===== config.mk =====
export PLATFORM = sky130hd
export DESIGN_NAME = multicycle_control
export DESIGN_NICKNAME = d
export VERILOG_FILES = /design/src/rtl/mips_ctrl_pkg.sv /design/src/rtl/mem_wait_timer.sv /design/src/rtl/multicycle_control.sv
export SDC_FILE = /design/constraint.sdc
export NUM_CORES = 1
export LEC_CHECK = 0
export CAP_MARGIN = 40
export CORE_UTILIZATION = 50
export CTS_CLUSTER_DIAMETER = 50
export DETAILED_ROUTE_END_ITERATION = 8
export GPL_ROUTABILITY_DRIVEN = 0
export GPL_TIMING_DRIVEN = 1
export HOLD_SLACK_MARGIN = 0.02
export PLACE_DENSITY = 0.8
export SYNTH_ARGS = -nofsm -noshare
export SYNTH_HDL_FRONTEND = slang
export SYNTH_SLANG_ARGS = --single-unit

===== constraint.sdc =====
create_clock -name clk -period 2.2 [get_ports clk]
set_input_delay 0.33 -clock clk [delete_from_list [all_inputs] [get_ports clk]]
set_output_delay 0.33 -clock clk [all_outputs]
set_load 0.1 [all_outputs]

===== src/rtl/mips_ctrl_pkg.sv =====
// Shared definitions for the multicycle MIPS control unit: opcodes, FSM state
// encodings, ALU operation codes and the per-state control-word payload.
package mips_ctrl_pkg;

  localparam int unsigned OP_W       = 6;
  localparam int unsigned STATE_W    = 4;
  localparam int unsigned ALU_CODE_W = 3;

  // Instruction opcodes
  localparam logic [OP_W-1:0] OP_RTYPE = 6'h00;
  localparam logic [OP_W-1:0] OP_J     = 6'h02;
  localparam logic [OP_W-1:0] OP_JAL   = 6'h03;
  localparam logic [OP_W-1:0] OP_BEQ   = 6'h04;
  localparam logic [OP_W-1:0] OP_BNE   = 6'h05;
  localparam logic [OP_W-1:0] OP_ADDI  = 6'h08;
  localparam logic [OP_W-1:0] OP_ANDI  = 6'h0C;
  localparam logic [OP_W-1:0] OP_ORI   = 6'h0D;
  localparam logic [OP_W-1:0] OP_LUI   = 6'h0F;
  localparam logic [OP_W-1:0] OP_LW    = 6'h23;
  localparam logic [OP_W-1:0] OP_SW    = 6'h2B;

  // ALU operation codes
  localparam logic [ALU_CODE_W-1:0] ALU_ADD   = 3'd0;
  localparam logic [ALU_CODE_W-1:0] ALU_SUB   = 3'd1;
  localparam logic [ALU_CODE_W-1:0] ALU_OR    = 3'd2;
  localparam logic [ALU_CODE_W-1:0] ALU_AND   = 3'd3;
  localparam logic [ALU_CODE_W-1:0] ALU_LUI   = 3'd4;
  localparam logic [ALU_CODE_W-1:0] ALU_RTYPE = 3'd7;

  typedef enum logic [STATE_W-1:0] {
    S_FETCH    = 4'd0,
    S_DECODE   = 4'd1,
    S_MEM_ADDR = 4'd2,
    S_MEM_RD   = 4'd3,
    S_MEM_WB   = 4'd4,
    S_MEM_WR   = 4'd5,
    S_R_EXEC   = 4'd6,
    S_R_WB     = 4'd7,
    S_BRANCH   = 4'd8,
    S_JUMP     = 4'd9,
    S_I_EXEC   = 4'd10,
    S_I_WB     = 4'd11,
    S_JAL_WB   = 4'd12,
    S_ERROR    = 4'd15
  } state_t;

  // Datapath control word produced by the FSM decode each cycle
  typedef struct packed {
    logic                  pc_write;
    logic                  pc_write_eq;
    logic                  pc_write_ne;
    logic                  i_or_d;
    logic                  mem_read;
    logic                  mem_write;
    logic                  ir_write;
    logic                  mem_to_reg;
    logic                  reg_dst;
    logic                  reg_write;
    logic                  alu_src_a;
    logic [1:0]            alu_src_b;
    logic [1:0]            pc_source;
    logic [ALU_CODE_W-1:0] alu_op;
    logic                  illegal_op;
  } ctrl_t;

  // States that issue a memory access and may stall on mem_ready
  function automatic logic is_mem_state(input state_t s);
    return (s == S_FETCH) || (s == S_MEM_RD) || (s == S_MEM_WR);
  endfunction

  // ALU operation for the immediate-format arithmetic/logic instructions
  function automatic logic [ALU_CODE_W-1:0] imm_alu_code(input logic [OP_W-1:0] opcode);
    case (opcode)
      OP_ORI:  return ALU_OR;
      OP_ANDI: return ALU_AND;
      OP_LUI:  return ALU_LUI;
      default: return ALU_ADD;
    endcase
  endfunction

endpackage


===== src/rtl/mem_wait_timer.sv =====
// Memory wait-state counter. Counts consecutive waiting cycles and flags
// expiry when a further wait is requested after MAX_WAIT tolerated waits.
// Ports:
//   clk     - clock
//   reset   - synchronous active-high reset
//   waiting - a memory access is stalled this cycle
//   clear   - restart the count (FSM changes state this cycle)
//   expired - combinational: count has reached MAX_WAIT and still waiting
module mem_wait_timer #(
  parameter int unsigned MAX_WAIT = 15
) (
  input  logic clk,
  input  logic reset,
  input  logic waiting,
  input  logic clear,
  output logic expired
);

  localparam int unsigned CNT_W = 8;
  localparam logic [CNT_W-1:0] MAX_CNT = CNT_W'(MAX_WAIT);

  logic [CNT_W-1:0] count;

  // Saturating count of stalled cycles in the current state
  always_ff @(posedge clk) begin
    if (reset) begin
      count <= '0;
    end else if (clear) begin
      count <= '0;
    end else if (waiting && (count != MAX_CNT)) begin
      count <= count + CNT_W'(1);
    end
  end

  // A ready response in the same cycle wins because waiting is then low
  assign expired = waiting && (count == MAX_CNT);

endmodule


===== src/rtl/multicycle_control.sv =====
// Multicycle MIPS control unit: FETCH/DECODE/execute FSM driving the
// datapath control strobes, with memory wait-state timeout.
// Optional feature: define MULTICYCLE_CONTROL_JAL_EN to add JAL (op 0x03).
// Ports:
//   clk, reset            - clock, synchronous active-high reset
//   op                    - instruction opcode field
//   mem_ready             - memory access completes this cycle
//   pc_write..link        - single-bit datapath control strobes
//   alu_src_b, pc_source  - 2-bit mux selects
//   alu_op                - ALU operation (7 = funct decode)
//   state                 - current FSM state (debug)
//   illegal_op            - unknown opcode seen in DECODE
//   mem_timeout           - memory wait limit exceeded, FSM enters ERROR
// Outputs are a decode of the registered state (and mem_ready in FETCH),
// forced to 0 while reset is high.
module multicycle_control
  import mips_ctrl_pkg::*;
#(
  parameter int unsigned ALUOP_W  = 3,
  parameter int unsigned MAX_WAIT = 15
) (
  input  logic               clk,
  input  logic               reset,
  input  logic [5:0]         op,
  input  logic               mem_ready,
  output logic               pc_write,
  output logic               pc_write_eq,
  output logic               pc_write_ne,
  output logic               i_or_d,
  output logic               mem_read,
  output logic               mem_write,
  output logic               ir_write,
  output logic               mem_to_reg,
  output logic               reg_dst,
  output logic               reg_write,
  output logic               alu_src_a,
  output logic               link,
  output logic [1:0]         alu_src_b,
  output logic [1:0]         pc_source,
  output logic [ALUOP_W-1:0] alu_op,
  output logic [3:0]         state,
  output logic               illegal_op,
  output logic               mem_timeout
);

  state_t          state_q;
  state_t          state_d;
  logic [OP_W-1:0] op_q;
  ctrl_t           ctrl;
  ctrl_t           ctrl_o;
  logic            waiting;
  logic            clear;
  logic            expired;
`ifdef MULTICYCLE_CONTROL_JAL_EN
  logic            link_c;
`endif

  // State register and opcode latch (captured while leaving DECODE)
  always_ff @(posedge clk) begin
    if (reset) begin
      state_q <= S_FETCH;
      op_q    <= '0;
    end else begin
      state_q <= state_d;
      if (state_q == S_DECODE) begin
        op_q <= op;
      end
    end
  end

  assign waiting = is_mem_state(state_q) && !mem_ready;
  assign clear   = (state_d != state_q);

  mem_wait_timer #(
    .MAX_WAIT(MAX_WAIT)
  ) u_wait_timer (
    .clk    (clk),
    .reset  (reset),
    .waiting(waiting),
    .clear  (clear),
    .expired(expired)
  );

  // Next-state and control decode
  always_comb begin
    state_d = state_q;
    ctrl    = '0;
`ifdef MULTICYCLE_CONTROL_JAL_EN
    link_c  = 1'b0;
`endif
    case (state_q)
      S_FETCH: begin
        ctrl.mem_read  = 1'b1;
        ctrl.alu_src_b = 2'b01;
        ctrl.alu_op    = ALU_ADD;
        ctrl.ir_write  = mem_ready;
        ctrl.pc_write  = mem_ready;
        if (expired) begin
          state_d = S_ERROR;
        end else if (mem_ready) begin
          state_d = S_DECODE;
        end
      end
      S_DECODE: begin
        // ALU precomputes the branch target while the opcode is dispatched
        ctrl.alu_src_b = 2'b11;
        ctrl.alu_op    = ALU_ADD;
        case (op)
          OP_RTYPE:                         state_d = S_R_EXEC;
          OP_LW, OP_SW:                     state_d = S_MEM_ADDR;
          OP_ADDI, OP_ORI, OP_ANDI, OP_LUI: state_d = S_I_EXEC;
          OP_BEQ, OP_BNE:                   state_d = S_BRANCH;
          OP_J:                             state_d = S_JUMP;
`ifdef MULTICYCLE_CONTROL_JAL_EN
          OP_JAL:                           state_d = S_JAL_WB;
`endif
          default: begin
            ctrl.illegal_op = 1'b1;
            state_d         = S_FETCH;
          end
        endcase
      end
      S_MEM_ADDR: begin
        ctrl.alu_src_a = 1'b1;
        ctrl.alu_src_b = 2'b10;
        ctrl.alu_op    = ALU_ADD;
        state_d        = (op_q == OP_LW) ? S_MEM_RD : S_MEM_WR;
      end
      S_MEM_RD: begin
        ctrl.i_or_d   = 1'b1;
        ctrl.mem_read = 1'b1;
        if (expired) begin
          state_d = S_ERROR;
        end else if (mem_ready) begin
          state_d = S_MEM_WB;
        end
      end
      S_MEM_WR: begin
        ctrl.i_or_d    = 1'b1;
        ctrl.mem_write = 1'b1;
        if (expired) begin
          state_d = S_ERROR;
        end else if (mem_ready) begin
          state_d = S_FETCH;
        end
      end
      S_MEM_WB: begin
        ctrl.reg_write  = 1'b1;
        ctrl.mem_to_reg = 1'b1;
        state_d         = S_FETCH;
      end
      S_R_EXEC: begin
        ctrl.alu_src_a = 1'b1;
        ctrl.alu_op    = ALU_RTYPE;
        state_d        = S_R_WB;
      end
      S_R_WB: begin
        ctrl.reg_write = 1'b1;
        ctrl.reg_dst   = 1'b1;
        state_d        = S_FETCH;
      end
      S_BRANCH: begin
        ctrl.alu_src_a   = 1'b1;
        ctrl.alu_op      = ALU_SUB;
        ctrl.pc_source   = 2'b01;
        ctrl.pc_write_eq = (op_q == OP_BEQ);
        ctrl.pc_write_ne = (op_q == OP_BNE);
        state_d          = S_FETCH;
      end
      S_JUMP: begin
        ctrl.pc_write  = 1'b1;
        ctrl.pc_source = 2'b10;
        state_d        = S_FETCH;
      end
      S_I_EXEC: begin
        ctrl.alu_src_a = 1'b1;
        ctrl.alu_src_b = 2'b10;
        ctrl.alu_op    = imm_alu_code(op_q);
        state_d        = S_I_WB;
      end
      S_I_WB: begin
        ctrl.reg_write = 1'b1;
        state_d        = S_FETCH;
      end
`ifdef MULTICYCLE_CONTROL_JAL_EN
      S_JAL_WB: begin
        // Return address (PC) written to $31 while jumping
        ctrl.reg_write = 1'b1;
        ctrl.pc_write  = 1'b1;
        ctrl.pc_source = 2'b10;
        link_c         = 1'b1;
        state_d        = S_FETCH;
      end
`endif
      S_ERROR: begin
        state_d = S_ERROR;
      end
      // Unused encodings are treated as corruption and parked in ERROR
      default: begin
        state_d = S_ERROR;
      end
    endcase
  end

  // Reset suppresses every strobe, including mid-instruction aborts
  assign ctrl_o = reset ? '0 : ctrl;

  assign pc_write    = ctrl_o.pc_write;
  assign pc_write_eq = ctrl_o.pc_write_eq;
  assign pc_write_ne = ctrl_o.pc_write_ne;
  assign i_or_d      = ctrl_o.i_or_d;
  assign mem_read    = ctrl_o.mem_read;
  assign mem_write   = ctrl_o.mem_write;
  assign ir_write    = ctrl_o.ir_write;
  assign mem_to_reg  = ctrl_o.mem_to_reg;
  assign reg_dst     = ctrl_o.reg_dst;
  assign reg_write   = ctrl_o.reg_write;
  assign alu_src_a   = ctrl_o.alu_src_a;
  assign alu_src_b   = ctrl_o.alu_src_b;
  assign pc_source   = ctrl_o.pc_source;
  assign alu_op      = ALUOP_W'(ctrl_o.alu_op);
  assign illegal_op  = ctrl_o.illegal_op;
  assign state       = reset ? 4'd0 : STATE_W'(state_q);
  assign mem_timeout = expired && !reset;

`ifdef MULTICYCLE_CONTROL_JAL_EN
  assign link = link_c && !reset;
`else
  assign link = 1'b0;
`endif

endmodule


[After elaboration in Yosys (flattened, before gate mapping)]
Cells that the tools add are included.
Word-level totals
  flip-flop bits (word level): 18
  bits in latches: 0
  RAM bits: 0
  ROM bits: 0
  bits of input ports: 9
  output and inout port bits: 25
  word-level logic and storage cells: 81
  memories: 0
Operators by class
  $add $sub $neg: 1
  $mul: 0
  divide/modulo/power cells: 0
  $lt $le $gt $ge: 0
  eq/ne operators: 29
  shift operators: 0
  multiplexer cells: 27
  bitwise operators: 0
  reductions and logical operators: 21
Operators by type and width (number)
  == test 6 x 4 -> 1 bit (second input constant): 7
  case mux 4 bit (8 select lines): 1
  two-way mux 4 bit: 7
  == test 6 x 3 -> 1 bit (second input constant): 4
  case mux 4 bit (5 select lines): 1
  two-way mux 19 bit: 1
  == test 6 bit (second input constant): 3
  case mux 3 bit (3 select lines): 2
  == test 4 x 3 -> 1 bit (second input constant): 4
  == test 4 bit (second input constant): 4
  OR reduction 2 bit: 6
  two-way mux 1 bit: 10
  OR reduction 10 bit: 1
  adder 8 x 1 -> 8 bit (second input constant): 1
  == test 4 x 2 -> 1 bit (second input constant): 2
  == test 8 x 4 -> 1 bit (second input constant): 1
  inequality test 8 x 4 -> 1 bit (second input constant): 1
  OR reduction 4 bit: 2
  == test 6 x 2 -> 1 bit (second input constant): 1
  logical NOT 6 bit: 1
  case mux 2 bit (3 select lines): 1
  OR reduction 5 bit: 1
  == test 4 x 1 -> 1 bit (second input constant): 1
  logical AND 1 bit: 4
  other kinds (9): 11

[Logic depth before layout (Yosys ltp)]
Gate-level depths: netlist of run 1.
  word-level depth: 9
  mapped depth: 7
  gate-level depth less buffers: 6

[Cells and area by module]
From an unflattened synthesis of run 1, not the netlist that was laid out.
Second synthesis, totals
  cells, all modules: 212
  area total of the unflattened synthesis: 1539.0 um^2
Modules (own cells, without submodules)
  multicycle_control: times used 1, cells an instance 165, area an instance 1129.8 um^2, seq. area each 200.2 um^2
  mem_wait_timer: times used 1, cells an instance 47, area an instance 409.1 um^2, seq. area each 160.2 um^2

[Worst setup path after synthesis of run 1]
OpenSTA, ideal clock, no wires.
  path type: register to output
  start point: register state_q[1]
  end point: output port alu_src_a
  arrival: 5691 ps
  required time: 1870 ps
  slack: -3821 ps
  stages on the path, launching flop included: 5
  buffers on the path: 2
  cell sequence: dfxtp_1 > clkbuf_1 > buf_1 > nor2_1 > a2111oi_0
On the way
  word-level cells in the longest chain between the ends: 4
  elaborated cells between the ends (all ways): 7
  those cells by class: eq/ne (4); mux (2); reduce/logical (1)
Ends and longest elaborated chain
  start: declaration: line multicycle_control.sv:46  | state_t state_q;
  start signal: assignment: line multicycle_control.sv:64  | state_q <= state_d;
  == test 4 bit, or another cell as far along: line multicycle_control.sv:91  | case (state_q)
  OR reduction 4 bit (no source line) *
  two-way mux 1 bit *: line multicycle_control.sv:91
  two-way mux 19 bit *: line multicycle_control.sv:206  | assign ctrl_o = reset ? '0 : ctrl;
  end: declaration: line multicycle_control.sv:36  | output logic alu_src_a,
Every way passes the cells marked *; elsewhere a longest branch is shown, timed or not.

[Worst setup path in the final report of run 1]
  start point: register state_q[3]
  end point: output port alu_op[0]
On the way
  word-level cells in the longest chain between the ends: 3
  elaborated cells between the ends (all ways): 5
  those cells by class: eq/ne (3); mux (2)
Ends and longest elaborated chain
  == test 4 bit / == test 4 x 3 -> 1 bit (equally long branches): line multicycle_control.sv:91
  case mux 3 bit (3 select lines) *: line multicycle_control.sv:91
  two-way mux 19 bit *: line multicycle_control.sv:206
  end: declaration: line multicycle_control.sv:40  | output logic [ALUOP_W-1:0] alu_op,
Marked as above.

==> results_dict.tcl, run 1 <==
set metrics [dict create \
    outcome "complete, but fails checks" \
    violations "negative setup slack" \
    ir_drop_v 0.000498 \
    holdBufCountCts 0 \
    cp_max_fo 3 \
    ys.flop_type "dfxtp_1" \
    layout_commonest_cell "buf_12" \
    maxCapViolCount 0 \
    fin_ws_ps -29.0 \
    totalWireLength_mm 6.18 \
    grt_max_degree 23 \
    layout_common_cells "buf_12 (25), buf_4 (23), nand2_1 (19)" \
    route.detailed.wl_per_inst_um 22.5 \
    multi_input_area_um2 1260 \
    seq_area_frac_synth_pct 25.1 \
    crit_path_start "state_q[3]" \
    fin_util_pct 92.0 \
    cp.arrival_ps 1900 \
    die_h_um 55.6 \
    layout-drive-gt1-share_pct 44.7 \
    seqCellArea_um2 373 \
    die_w_um 55.6 \
    ant_nets 0 \
    synth-seq-cells 18 \
    drtIter0Drc 190 \
    cts_buffers 3 \
    worstPathRequired_ps 1870 \
    port_buffers 32 \
    slew_headroom_pct 58.0 \
    fillers 101 \
    die-area_um2 3090 \
    dpl_cell_area_um2 2330 \
    insertion_delay_ps 300 \
    r2r_start "op_q[3]" \
    yosysWarnings 0 \
    nets 255 \
    synth_cells 201 \
    antenna_found_initial 0 \
    hold_class "flop to flop" \
    path_class "flop to primary output" \
    tns_ps -40.5 \
    period_needed_ps 2230 \
    row_count 19 \
    synth_area_per_cell_um2 7.15 \
    area_delta_synth_final_pct 75.2 \
    syn_nets 211 \
    finalInstanceArea_um2 2520 \
    grt_pass1_vias 1682 \
    timing.fmax_ghz 0.449 \
    yosysUniqueCellTypes 50 \
    detailedPlace.worstSlack_ps -38.7 \
    drc 0 \
    core_area_um2 2730 \
    cts_tree "yes" \
    vias 1893 \
    start_kind "flop" \
    leakagePower_uw 0.000847 \
    firstDrtPassIters 5 \
    grt_pass1_wl_mm 8.31 \
    worst_pin_slew_ps 629 \
    async_flop_share_pct 0 \
    overflow 0 \
    hold_viol 0 \
    cts_buffer_depth 2 \
    maxSlewViolCount 0 \
    clk_pin_slew_ps 100 \
    rsz0062_at_grt "yes" \
    dp_hpwl_mm 3.35 \
    critPathCaptureType "primary output" \
    power.density_nw_per_um2 355 \
    skew_ps 3.02 \
    netlist_area_um2 1440 \
    num_antenna_cells 0 \
    cts_sinks 18 \
    vias_per_cell 6.88 \
    finalSetupViolations 2 \
    grt_util_all_layers_pct 34.5 \
    top_level_ports 34 \
    p_total_uw 893 \
    initial_utilization_pct 52.5 \
    htreeDepth 1 \
    synth-edff-count 0 \
    period_share_pct 101 \
    cts_root_buffer "clkbuf_4" \
    min-delay-start "op_q[5]" \
]
==> registers in the layout, summed over array words and instances, names as in the netlist <==
register / count
u_wait_timer.count: 8
op_q: 6
state_q: 4
==> final timing paths <==
check / to / slack [ps] / cells past startpoint
max: alu_op[0] / -30 / 6
min: op_q[5] / 520 / 2
max reg2reg: u_wait_timer.count[2] / 70 / 5
min reg2reg: op_q[5] / 520 / 2
==> layer usage <==
layer	share of wire, %	wire [um]	track usage (%)	vias to the layer above
met1	36	2220	42.0	908
met2	51	3170	61.6	136
met5	0	0	0	-
met4	4.6	284	11.1	0
li1	-	-	-	812
met3	8.1	500	5.58	37
==> per-stage QoR <==
| step | cells | hold WS [ps] |
|---|---|---|
| after CTS | 272 | 507 |
| after floorplan | 201 | 445 |
| after global placement | 264 | 461 |
| after detailed placement | 264 | 483 |
| final | 275 | 520 |
| after global routing | 275 | 535 |
==> cell type report <==
class,count,area share (%)
clock buffers,4,1.44
multi-input cells,161,50.3
repair buffers,58,31.3
well taps,31,1.54
flip-flops and latches,18,14.8
inverters,3,0.597
==> worst max-delay path, stage by stage, from the launching register on <==
cell	delay, ps
dfxtp_2	350
nor2b_4	170
nand3_2	110
or2_1	250
or3_4	350
a31oi_4	170
buf_12	190
==> Yosys cell counts (2+ instances only) <==
cell type	number	area (um^2)
a21oi_1	15	75.1
a31oi_1	4	25.0
nor2b_1	10	62.6
o22ai_1	3	18.8
inv_1	3	11.3
nor4b_2	2	30.0
or3_1	4	25.0
nand2b_1	5	31.3
xnor2_1	5	43.8
a41oi_1	2	17.5
nand3_1	7	35.0
nor2_1	23	86.3
nand2_1	21	78.8
nor4_1	3	18.8
clkbuf_1	12	45.0
buf_4	3	22.5
nand4_1	4	25.0
o31a_1	2	17.5
nor4b_1	2	17.5
dfxtp_1	18	360
nor3_2	2	20.0
nor3_1	13	65.1
and3_1	2	12.5
nor3b_1	2	15.0
o21ai_0	5	25.0
buf_2	3	15.0
o211ai_1	3	22.5
==> power by group <==
| group | internal [uW] | switching [uW] | total [uW] |
|---|---|---|---|
| Clock | 101 | 105 | 206 |
| Sequential | 334 | 17.7 | 351 |
| Combinational | 125 | 210 | 336 |
| Total | 560 | 333 | 893 |
==> kinds of logic (layout without fill, tap and decap cells) <==
logic type,after synthesis,after routing,synth area share [%]
other,1,1,0.261
AOI/OAI and AO/OA,44,44,20.5
muxes,1,1,0.697
adders and majority gates,1,1,0.871
and+or+nand+nor,108,108,42.2
buffers and inverters,22,65,6.79
xor gates and xnor gates,6,6,3.66
DFF,18,18,25.1
==> timing repair <==
action / 4_1_cts / 5_1_grt
pin swaps: 8 / 4
gates cloned: 0 / 1
resized for setup: 21 / 7
buffers inserted: 5 / 2
setup endpoints to repair: 6 / 7
hold endpoints to repair: 0 / 0
Note: power is estimated with default switching activity, not from simulation.
==> run 2: changes to the inputs <==
--- a/config.mk
+++ b/config.mk
@@ -13,6 +13,7 @@
 export GPL_TIMING_DRIVEN = 1
 export HOLD_SLACK_MARGIN = 0.02
 export PLACE_DENSITY = 0.8
+export SLEW_MARGIN = 20
 export SYNTH_ARGS = -nofsm -noshare
 export SYNTH_HDL_FRONTEND = slang
 export SYNTH_SLANG_ARGS = --single-unit
==> results of run 2 <==
No change in the layout: final DEF, timing and power equal those of run 1.
==> run 3: changes to the inputs <==
--- a/config.mk
+++ b/config.mk
@@ -6,6 +6,7 @@
 export NUM_CORES = 1
 export LEC_CHECK = 0
 export CAP_MARGIN = 40
+export CORE_MARGIN = 2
 export CORE_UTILIZATION = 50
 export CTS_CLUSTER_DIAMETER = 50
 export DETAILED_ROUTE_END_ITERATION = 8
@@ -13,6 +14,7 @@
 export GPL_TIMING_DRIVEN = 1
 export HOLD_SLACK_MARGIN = 0.02
 export PLACE_DENSITY = 0.8
+export SKIP_CTS_REPAIR_TIMING = 1
 export SLEW_MARGIN = 20
 export SYNTH_ARGS = -nofsm -noshare
 export SYNTH_HDL_FRONTEND = slang
==> run 3 against run 2 <==
The run still ends with negative setup slack left. Clock skew is 4.3 ps higher. Core utilization up 1.4 points. Total power fell by 4.0%. Final cell count grew 2.2%. Sequential power barely moved. Fmax down 0.32%. Clock power fell by 16%. Critical path depth fell by 2. Via count grew 3.7%.
==> results_dict.tcl, run 3 (synthesis gave the netlist of run 1 again) <==
set metrics [dict create \
    outcome "complete, but fails checks" \
    violations "negative setup slack" \
    crit_path_start "state_q[0]" \
    critPathMaxStageDelay_ps 410 \
    fin_util_pct 93.5 \
    largest_register_ff_count 8 \
    htreeDepth 1 \
    grt_pass1_wl_mm 7.33 \
    r2r_cells 5 \
    timing.fmax_ghz 0.447 \
    cts_sinks 18 \
    slew_headroom_pct 58.7 \
    cts_tree "yes" \
    path_delay_family "simple AND/OR/NAND/NOR gates" \
    crit_end "pc_write_ne" \
    maxSlewViolCount 0 \
    path_class "flop to primary output" \
    dp_hpwl_mm 3.37 \
    area_delta_synth_final_pct 77.9 \
    core_area_um2 2730 \
    nets 262 \
    seqCellArea_um2 373 \
    top_register "u_wait_timer.count" \
    leakagePower_uw 0.000910 \
    cts_root_buffer "clkbuf_4" \
    row_count 19 \
    cp_max_fo 4 \
    cts_buffers 3 \
    finalSetupViolations 3 \
    overflow 0 \
    clk_pin_slew_ps 110 \
    reg_top3 "u_wait_timer.count (8), op_q (6), state_q (4)" \
    critical_path_cell_count 4 \
    critPathBufInv 1 \
    vias_per_cell 6.99 \
    r2r_start "op_q[2]" \
    rsz0062_at_grt "yes" \
    ir_drop_v 0.000595 \
    worst_pin_slew_ps 620 \
    grt_util_all_layers_pct 27.9 \
    path_common_cell "or3_4" \
    insertion_delay_ps 310 \
    totalWireLength_mm 6.34 \
    p_total_uw 857 \
    hold_class "input port to flop" \
    grt_pass1_vias 1599 \
    multi_input_area_um2 1250 \
    ant_nets 0 \
    cp_cell_sequence "or3_4, or3_4, nor3b_4, buf_12" \
    layout-drive-gt1-share_pct 44.4 \
    cts_buffer_depth 2 \
    die-area_um2 3320 \
    initial_utilization_pct 52.5 \
    num_antenna_cells 0 \
    maxCapViolCount 0 \
    grt_max_degree 23 \
    vias 1963 \
    period_share_pct 102 \
    power.density_nw_per_um2 335 \
    worstPathRequired_ps 1870 \
    skew_ps 7.28 \
    detailedPlace.worstSlack_ps -44.5 \
    layout_common_cells "buf_4 (29), buf_12 (25), nand2_1 (21)" \
    layout_commonest_cell "buf_4" \
    port_buffers 32 \
    fillers 93 \
    hold_viol 0 \
    die_h_um 57.6 \
    route.detailed.wl_per_inst_um 22.6 \
    top_level_ports 34 \
    die_w_um 57.6 \
    period_needed_ps 2240 \
    drtIter0Drc 184 \
    fin_ws_ps -36.1 \
    critPathCaptureType "primary output" \
    firstDrtPassIters 5 \
    drc 0 \
    start_kind "flop" \
    cp.arrival_ps 1910 \
    regToRegEndpoint "u_wait_timer.count[2]" \
    crit_slowest_cell "or3_4" \
    antenna_found_initial 0 \
    r2r_setup_slack_ps 90 \
]
==> run 3: report_power, final <==
part / internal (uW) / leakage (uW) / total, uW / switching [uW]
Sequential: 334 / 0.000149 / 351 / 17.0
Clock: 64.0 / 0.0000138 / 173 / 109
Combinational: 124 / 0.000748 / 333 / 209
Total: 522 / 0.000910 / 857 / 335
==> run 3: metrics by stage <==
stage	std cells	setup TNS [ps]	area (um^2)	hold slack [ps]
3_5_place_dp	265	-82.1	2320	478
3_3_place_gp	265	-22.2	2320	465
5_1_grt	281	-373	2550	384
2_1_floorplan	201	-1950	1680	445
6_report	281	-82.1	2550	394
4_1_cts	268	-862	2340	493
==> run 3: final cells by class <==
class | count | area share (%)
Tap cell | 31 | 1.52
Inverter | 3 | 0.588
Clock buffer | 3 | 0.881
Sequential cell | 18 | 14.6
Timing Repair Buffer | 65 | 33.5
Multi-Input combinational cell | 161 | 48.9
==> run 3: worst min-delay path by stage <==
| stage | cells past startpoint | to | slack, ps | startpoint |
|---|---|---|---|---|
| 2_1_floorplan | 2 | op_q[5] | 440 | op_q[5] |
| 3_3_place_gp | 2 | op_q[5] | 470 | op_q[5] |
| 3_5_place_dp | 2 | op_q[5] | 480 | op_q[5] |
| 4_1_cts | 2 | op_q[5] | 490 | op_q[5] |
| 5_1_grt | 3 | op_q[2] | 380 | op[2] |
| 6_report | 3 | op_q[2] | 390 | op[2] |
==> run 3: routing by layer <==
| layer | routed length, um | GRT usage [%] | share of wire (%) |
|---|---|---|---|
| met5 | 0 | 0 | 0 |
| met4 | 336 | 7.64 | 5.3 |
| met3 | 567 | 4.99 | 8.9 |
| met2 | 3160 | 48.4 | 50 |
| met1 | 2280 | 35.3 | 36 |
==> run 3: worst min-delay path, stage by stage <==
cell	delay, ps
dlymetal6s2s_1	180
nand2_1	90
a21oi_1	60
